--- src/rtl/top_pkg.sv ---
// top_pkg: shared defaults, keypad geometry and key-index type for the
// 16-step keypad sequencer.
package top_pkg;

    localparam int CLK_HZ      = 12000000;
    localparam int ROW_DWELL   = CLK_HZ / 1000;  // 1 ms per keypad row
    localparam int STEP_CYCLES = CLK_HZ / 8;     // 125 ms per sequencer step
    localparam int TONE_HALF   = CLK_HZ / 880;   // half period of 440 Hz

    localparam int NUM_ROWS  = 4;
    localparam int NUM_COLS  = 4;
    localparam int NUM_STEPS = 16;
    localparam int NUM_KEYS  = NUM_ROWS * NUM_COLS;

    typedef logic [$clog2(NUM_KEYS)-1:0] key_idx_t;

    // Key number as printed on the pad: row-major, four keys per row.
    function automatic key_idx_t key_index(input logic [1:0] row, input logic [1:0] col);
        return {row, col};
    endfunction

endpackage

--- src/rtl/top_if.sv ---
// top_if: keypad bus between the row scanner and its consumer.
// Rows and columns are active-low; pressed is one bit per key, 1 = held.
// The scanner (master) drives the rows and publishes the pressed vector;
// the board side (slave) returns the column levels.
interface top_if;
    import top_pkg::*;

    logic [NUM_ROWS-1:0] row_n;
    logic [NUM_COLS-1:0] col_n;
    logic [NUM_KEYS-1:0] pressed;

    modport master (output row_n, output pressed, input col_n);
    modport slave  (input row_n, input pressed, output col_n);

endinterface

--- src/rtl/keypad_scanner.sv ---
// keypad_scanner: walks one low row across the 4x4 pad, synchronises the
// columns through two flops and samples them on the last dwell cycle of
// each row, producing a 16-bit held-key vector.
// Build option: KEYPAD_DEBOUNCE_EN makes each key change state only after
// four consecutive samples disagree with its current state.
module keypad_scanner
    import top_pkg::*;
#(
    parameter int ROW_DWELL = top_pkg::ROW_DWELL
) (
    input  logic  clk,
    input  logic  rst_n,
    top_if.master kp
);

    localparam int            DW         = $clog2(ROW_DWELL + 1);
    localparam logic [DW-1:0] DWELL_LAST = DW'(ROW_DWELL - 1);

    logic [DW-1:0]       dwell_q, dwell_d;
    logic [1:0]          row_q, row_d;
    logic [NUM_COLS-1:0] sync1_q, sync2_q;
    logic [NUM_KEYS-1:0] pressed_q, pressed_d;
    logic                sample;
    key_idx_t            k;
`ifdef KEYPAD_DEBOUNCE_EN
    logic [1:0]          db_cnt_q [NUM_KEYS];
    logic [1:0]          db_cnt_d [NUM_KEYS];
`endif

    // Row dwell timing and per-key state update at the end of each dwell.
    always_comb begin
        dwell_d   = dwell_q + 1'b1;
        row_d     = row_q;
        pressed_d = pressed_q;
        k         = '0;
`ifdef KEYPAD_DEBOUNCE_EN
        db_cnt_d  = db_cnt_q;
`endif
        sample    = (dwell_q == DWELL_LAST);
        if (sample) begin
            dwell_d = '0;
            row_d   = row_q + 1'b1;
            for (int c = 0; c < NUM_COLS; c++) begin
                k = key_index(row_q, 2'(c));
`ifdef KEYPAD_DEBOUNCE_EN
                if ((~sync2_q[c]) != pressed_q[k]) begin
                    if (db_cnt_q[k] == 2'd3) begin
                        pressed_d[k] = ~pressed_q[k];
                        db_cnt_d[k]  = '0;
                    end else begin
                        db_cnt_d[k]  = db_cnt_q[k] + 1'b1;
                    end
                end else begin
                    db_cnt_d[k] = '0;
                end
`else
                pressed_d[k] = ~sync2_q[c];
`endif
            end
        end
    end

    // Scanner registers; columns idle high (released) out of reset.
    always_ff @(posedge clk or negedge rst_n) begin
        if (!rst_n) begin
            dwell_q   <= '0;
            row_q     <= '0;
            sync1_q   <= '1;
            sync2_q   <= '1;
            pressed_q <= '0;
`ifdef KEYPAD_DEBOUNCE_EN
            for (int i = 0; i < NUM_KEYS; i++) db_cnt_q[i] <= '0;
`endif
        end else begin
            dwell_q   <= dwell_d;
            row_q     <= row_d;
            sync1_q   <= kp.col_n;
            sync2_q   <= sync1_q;
            pressed_q <= pressed_d;
`ifdef KEYPAD_DEBOUNCE_EN
            db_cnt_q  <= db_cnt_d;
`endif
        end
    end

    assign kp.row_n   = ~(4'b0001 << row_q);
    assign kp.pressed = pressed_q;

endmodule

--- src/rtl/top.sv ---
// top: 16-step keypad sequencer. Each newly pressed key flips its step in
// the pattern; the step counter plays a 440 Hz square wave on _44b for
// every armed step, flashes LED on each beat (steps 0/4/8/12) and shows
// status on the active-low RGB LED.
module top
    import top_pkg::*;
#(
    parameter int CLK_HZ      = top_pkg::CLK_HZ,
    parameter int ROW_DWELL   = CLK_HZ / 1000,
    parameter int STEP_CYCLES = CLK_HZ / 8,
    parameter int TONE_HALF   = CLK_HZ / 880
) (
    input  logic clk,
    input  logic rst_n,
    input  logic _39a,
    input  logic _38b,
    input  logic _41a,
    input  logic _42b,
    output logic _36b,
    output logic _37a,
    output logic _29b,
    output logic _31b,
    output logic _44b,
    output logic LED,
    output logic RGB_R,
    output logic RGB_G,
    output logic RGB_B
);

    localparam int            SW        = $clog2(STEP_CYCLES + 1);
    localparam int            TW        = $clog2(TONE_HALF + 1);
    localparam logic [SW-1:0] STEP_LAST = SW'(STEP_CYCLES - 1);
    localparam logic [SW-1:0] BEAT_LEN  = SW'(STEP_CYCLES / 8);
    localparam logic [TW-1:0] TONE_LAST = TW'(TONE_HALF - 1);

    top_if kp ();

    assign kp.col_n = {_42b, _41a, _38b, _39a};
    assign {_31b, _29b, _37a, _36b} = kp.row_n;

    keypad_scanner #(.ROW_DWELL(ROW_DWELL)) u_scanner (
        .clk   (clk),
        .rst_n (rst_n),
        .kp    (kp)
    );

    logic [SW-1:0]                  step_cnt_q, step_cnt_d;
    logic [$clog2(NUM_STEPS)-1:0]   step_q, step_d;
    logic [NUM_KEYS-1:0]            pattern_q, pattern_d;
    logic [NUM_KEYS-1:0]            prev_q, prev_d;
    logic [TW-1:0]                  tone_cnt_q, tone_cnt_d;
    logic                           tone_q, tone_d;
    logic                           step_wrap, en_now, en_next;

    // Step timing, press-edge toggling and the tone divider. The divider
    // restarts whenever a step begins or its step becomes armed, and is
    // held silent while the step (as it will be next cycle) is unarmed.
    always_comb begin
        step_wrap  = (step_cnt_q == STEP_LAST);
        step_cnt_d = step_wrap ? '0 : step_cnt_q + 1'b1;
        step_d     = step_wrap ? step_q + 1'b1 : step_q;
        prev_d     = kp.pressed;
        pattern_d  = pattern_q ^ (kp.pressed & ~prev_q);
        en_now     = pattern_q[step_q];
        en_next    = pattern_d[step_d];
        tone_cnt_d = tone_cnt_q + 1'b1;
        tone_d     = tone_q;
        if (step_wrap || !en_next || !en_now) begin
            tone_cnt_d = '0;
            tone_d     = 1'b0;
        end else if (tone_cnt_q == TONE_LAST) begin
            tone_cnt_d = '0;
            tone_d     = ~tone_q;
        end
    end

    // Sequencer registers.
    always_ff @(posedge clk or negedge rst_n) begin
        if (!rst_n) begin
            step_cnt_q <= '0;
            step_q     <= '0;
            pattern_q  <= '0;
            prev_q     <= '0;
            tone_cnt_q <= '0;
            tone_q     <= 1'b0;
        end else begin
            step_cnt_q <= step_cnt_d;
            step_q     <= step_d;
            pattern_q  <= pattern_d;
            prev_q     <= prev_d;
            tone_cnt_q <= tone_cnt_d;
            tone_q     <= tone_d;
        end
    end

    // Indicators are gated by rst_n so they drop to idle the moment reset asserts.
    assign _44b  = tone_q;
    assign LED   = rst_n & (step_q[1:0] == 2'b00) & (step_cnt_q < BEAT_LEN);
    assign RGB_R = ~(rst_n & pattern_q[step_q]);
    assign RGB_G = ~(rst_n & (step_q == '0));
    assign RGB_B = ~(rst_n & (|kp.pressed));

endmodule

--- config.mk ---
export PLATFORM = sky130hd
export DESIGN_NAME = top
export DESIGN_NICKNAME = d
export VERILOG_FILES = /design/src/rtl/top_pkg.sv /design/src/rtl/top_if.sv /design/src/rtl/keypad_scanner.sv /design/src/rtl/top.sv
export SDC_FILE = /design/constraint.sdc
export NUM_CORES = 1
export LEC_CHECK = 0
export ABC_AREA = 1
export CAP_MARGIN = 25
export CORE_MARGIN = 5
export CORE_UTILIZATION = 40
export DETAILED_ROUTE_END_ITERATION = 10
export PLACE_DENSITY_LB_ADDON = 0.25
export SYNTH_ARGS = -nofsm -noshare
export SYNTH_HDL_FRONTEND = slang
export SYNTH_SLANG_ARGS = --single-unit
--- constraint.sdc ---
create_clock -name clk -period 2.5 [get_ports clk]
set_clock_uncertainty 0.2 [all_clocks]
set_input_delay 0.25 -clock clk [delete_from_list [all_inputs] [get_ports clk]]
set_output_delay 0.25 -clock clk [all_outputs]
set_load 0.05 [all_outputs]
==> summary.md <==
| Metric | Value |
|---|---|
| Synthesized instance count | `612` |
| Crit path launch | `u_scanner.row_q[0]$_DFFE_PN0N_` |
| Yosys top cell by area | `dfrtp_1` |
| WP data required | `2.05 ns` |
| Count of state elements after synthesis | `112` |
| End of the critical path | `_29b` |
| Final wirelength | `10.8 mm` |
| Height of the die | `127 µm` |
| Switch share | `21.9%` |
| Max VDD drop | `0.472 mV` |
| Final hold viol count | `0` |
| RSZ-0062 raised after global routing | `true` |
| Initial antenna violation count | `0` |
| Proportion of netlist area held by the largest area contributor | `47.5%` |
| NumNets Final | `672` |
| Ant. Diodes | `0` |
| Root Driver | `clkbuf_16` |
| Pwr/cell area | `511 nW/µm²` |
| Clock slew at reported path FFs | `0.07 ns` |
| Worst Hold Launch | `_39a` |
| CP Class | `reg -> out` |
| NetSw | `709 µW` |
| Critical Path AT | `1.92 ns` |
| Vias in the first global route | `3,935` |
| Die Area | `16,100 µm²` |
| Core box area | `13,300 µm²` |
| Crit path largest cell delay | `0.80 ns` |
| Worst-skew pair later-pin latency | `0.35 ns` |
| First-pass GRT wire length | `18.7 mm` |
| Reg2reg start | `step_cnt_q[0]$_DFF_PN0_` |
| Final Max Slew Viols | `0` |
| Port Buffers | `14` |
| Ratio of final minimum period to clock period | `94.9%` |
| Setup crit end kind | `primary output` |
| Wire per inst | `12.9 µm` |
| Crit Path Max Fanout | `3` |
| Setup crit start kind | `register` |
| Initial Utilization | `41.0%` |
| Max Cap Viol | `0` |
| Slowest cell on the critical path | `clkdlybuf4s50_1` |
| Rows | `42` |
| Max_slew headroom | `60.7%` |
| Leak | `3.06 nW` |
| Vias/cell | `4.77` |
| Final Worst Setup Slack | `0.128 ns` |
| Syn_area_per_cell | `8.95 µm²` |
| Routed Antenna Nets | `0` |
| Reg2reg path depth | `15` |
| Final Cell Area | `6330 µm²` |
| Share of layout cells above drive strength 1 | `14.4%` |
| I/O pins | `15` |
| Total CTS buffers | `9` |
| Synth cell types | `40` |
| Placed wire-length estimate | `7.67 mm` |
| CTS tree | `yes` |
| 1st-iter DRT viols | `258` |
| Top area cells in the synthesized netlist | `dfrtp_1 (48%), nand2_1 (7.7%), inv_1 (6.9%)` |
| Via count | `3,995` |
| Final RePlAce weighted congestion | `0.854` |
| Hold Path Class | `in -> reg` |
| Placement Setup Slack | `0.119 ns` |
| Syn Nets | `627` |
| DRC Markers | `0` |
| Die X | `127 µm` |
| Fmax | `422 MHz` |
| Worst-margin pin slew | `0.590 ns` |
| First drt pass iteration count | `4` |
| Number of fillers in the final layout | `1,280` |
| Sequential share of power | `56.5%` |
| Post-layout util | `47.4%` |
| Ys Warns | `0` |
| Crit path cell chain | `inv_1 -> ha_1 -> inv_1 -> clkdlybuf4s50_1` |
| # setup viols final | `0` |
| Area grow syn2layout | `15.6%` |
| Grt ovf | `0` |
| Final Power | `3.24 mW` |
| Most frequent CP cell | `inv_1` |
| Pin count of the biggest net entering global routing | `47` |
| Clock group share of total power | `41.5%` |
| Sequential fraction of the synthesis area | `51.3%` |
| R2R setup slack | `0.16 ns` |
| P_int | `2.53 mW` |
| Gr usage total | `14.2%` |
| Clock sink count | `112` |
| Worst R2R End | `tone_cnt_q[7]$_DFF_PN0_` |
| Combinational share of power | `2.0%` |
| Crit path time final | `2.37 ns` |
| Outcome | `finished clean` |
| Mapped cell area | `5480 µm²` |
| DP Area | `5920 µm²` |
| H-tree levels | `3` |
| CTS Buffer Depth | `2` |
[sequential cells by signal, summed over array words and instances, names as in the netlist, 4 cells and up]
signal and count:
pattern_q 16, u_scanner.dwell_q 14, step_cnt_q 21, step_q 4
u_scanner.kp.pressed 16, u_scanner.sync2_q 4, prev_q 16, u_scanner.sync1_q 4
tone_cnt_q 14
[metrics by stage]
| stage | TNS, ns | hold WS [ns] | std cells |
|---|---|---|---|
| after floorplan | 0 | -0.246 | 612 |
| after global placement | 0 | 0.147 | 810 |
| after detailed placement | 0 | 0.148 | 810 |
| after CTS | 0 | 0.0865 | 827 |
| after global routing | -0.0675 | 0.0869 | 838 |
| final | 0 | 0.104 | 838 |
[cell type report]
type | instances | area, µm² | share of cell area, %
clock buffers | 11 | 233 | 3.68
inverters | 107 | 413 | 6.52
multi-input cells | 392 | 2270 | 35.9
well taps | 176 | 220 | 3.48
clock inverters | 5 | 38.8 | 0.613
flip-flops and latches | 112 | 2810 | 44.4
repair buffers | 35 | 342 | 5.40
[worst min-delay path by stage]
stage,endpoint,slack (ns),cells past startpoint
after floorplan,_44b$_DFFE_PN0P_,-0.25,0
after global placement,u_scanner.sync2_q[2]$_DFF_PN1_,0.15,0
after detailed placement,u_scanner.sync2_q[3]$_DFF_PN1_,0.15,0
after CTS,u_scanner.sync1_q[0]$_DFF_PN1_,0.09,1
after global routing,u_scanner.sync1_q[1]$_DFF_PN1_,0.09,1
final,u_scanner.sync1_q[0]$_DFF_PN1_,0.10,1
[routing by layer]
metal,GRT usage (%),vias to the layer above,routed length (µm)
li1,-,2036,-
met1,19.4,1882,5280
met2,22.2,61,5010
met3,3.30,16,350
met4,5.05,0,206
met5,0,-,0
[cell usage in the layout (no fill, tap or decap), types with 3 or more instances in the layout]
cell type and instances:
a21oi_1 16, buf_12 4, buf_4 20, clkbuf_16 9, clkdlybuf4s50_1 9, dfrtp_1 104
dfstp_2 8, ha_1 9, inv_1 100, inv_2 4, inv_6 4, nand2_1 112
nand2_2 4, nand2_4 4, nand3_1 39, nand3_2 8, nand3_4 3, nand4_1 13
nor2_1 63, nor2_4 13, nor3_1 13, nor3b_1 4, nor4_1 8, o21ai_0 23
o21ai_2 3, o31ai_1 6, xnor2_1 9, xor2_1 27
[cells in the mapped netlist (all sizes together)]
cell type and number:
nor3 13, a31oi 1, o21ai 26, dfrtp 104
clkinv 2, a21oi 16, o21bai 1, o21a 1
xor2 27, o41ai 1, inv 105, dfstp 8
a32o 2, and3b 1, and3 1, or2 1
o211ai 2, xnor2 9, buf 2, nor3b 4
nand4 13, a31o 1, nor2 78, o31ai 6
nand3 49, nor4 8, ha 9, nand2 121
[power by group through the flow]
stage	clock [mW]	sequential (mW)	combinational, mW
finish	1.34	1.83	0.0663
global route	1.46	1.83	0.0772
CTS	1.39	1.83	0.0700
detailed placement	0	1.86	0.0684
global placement	0	1.86	0.0675
floorplan	0	1.86	0.00837
[cell families after synthesis]
| group | count (synthesis) | share of synthesized area, % |
|---|---|---|
| adder cells (fa/ha/maj) | 9 | 2.06 |
| AO/OA/AOI/OAI | 57 | 6.21 |
| buffers and inverters | 109 | 7.90 |
| AND/OR/NAND/NOR | 289 | 26.7 |
| flip-flops | 112 | 51.3 |
| XOR/XNOR | 36 | 5.76 |
[worst max-delay path, delay by kind of cell (launching register included)]
family	cells	cell delay, ns
adder cells (fa/ha/maj)	1	0.22
buffers and inverters	3	0.96
flip-flops	1	0.38
[what timing repair did]
action                                 in CTS  in global routing
setup endpoints to repair                   0                 17
gates resized for setup                     0                  7
setup buffers                               0                 10
endpoints found under the hold margin     104                  0
hold buffers                                1                  0
(Power assumes the default switching activity.)
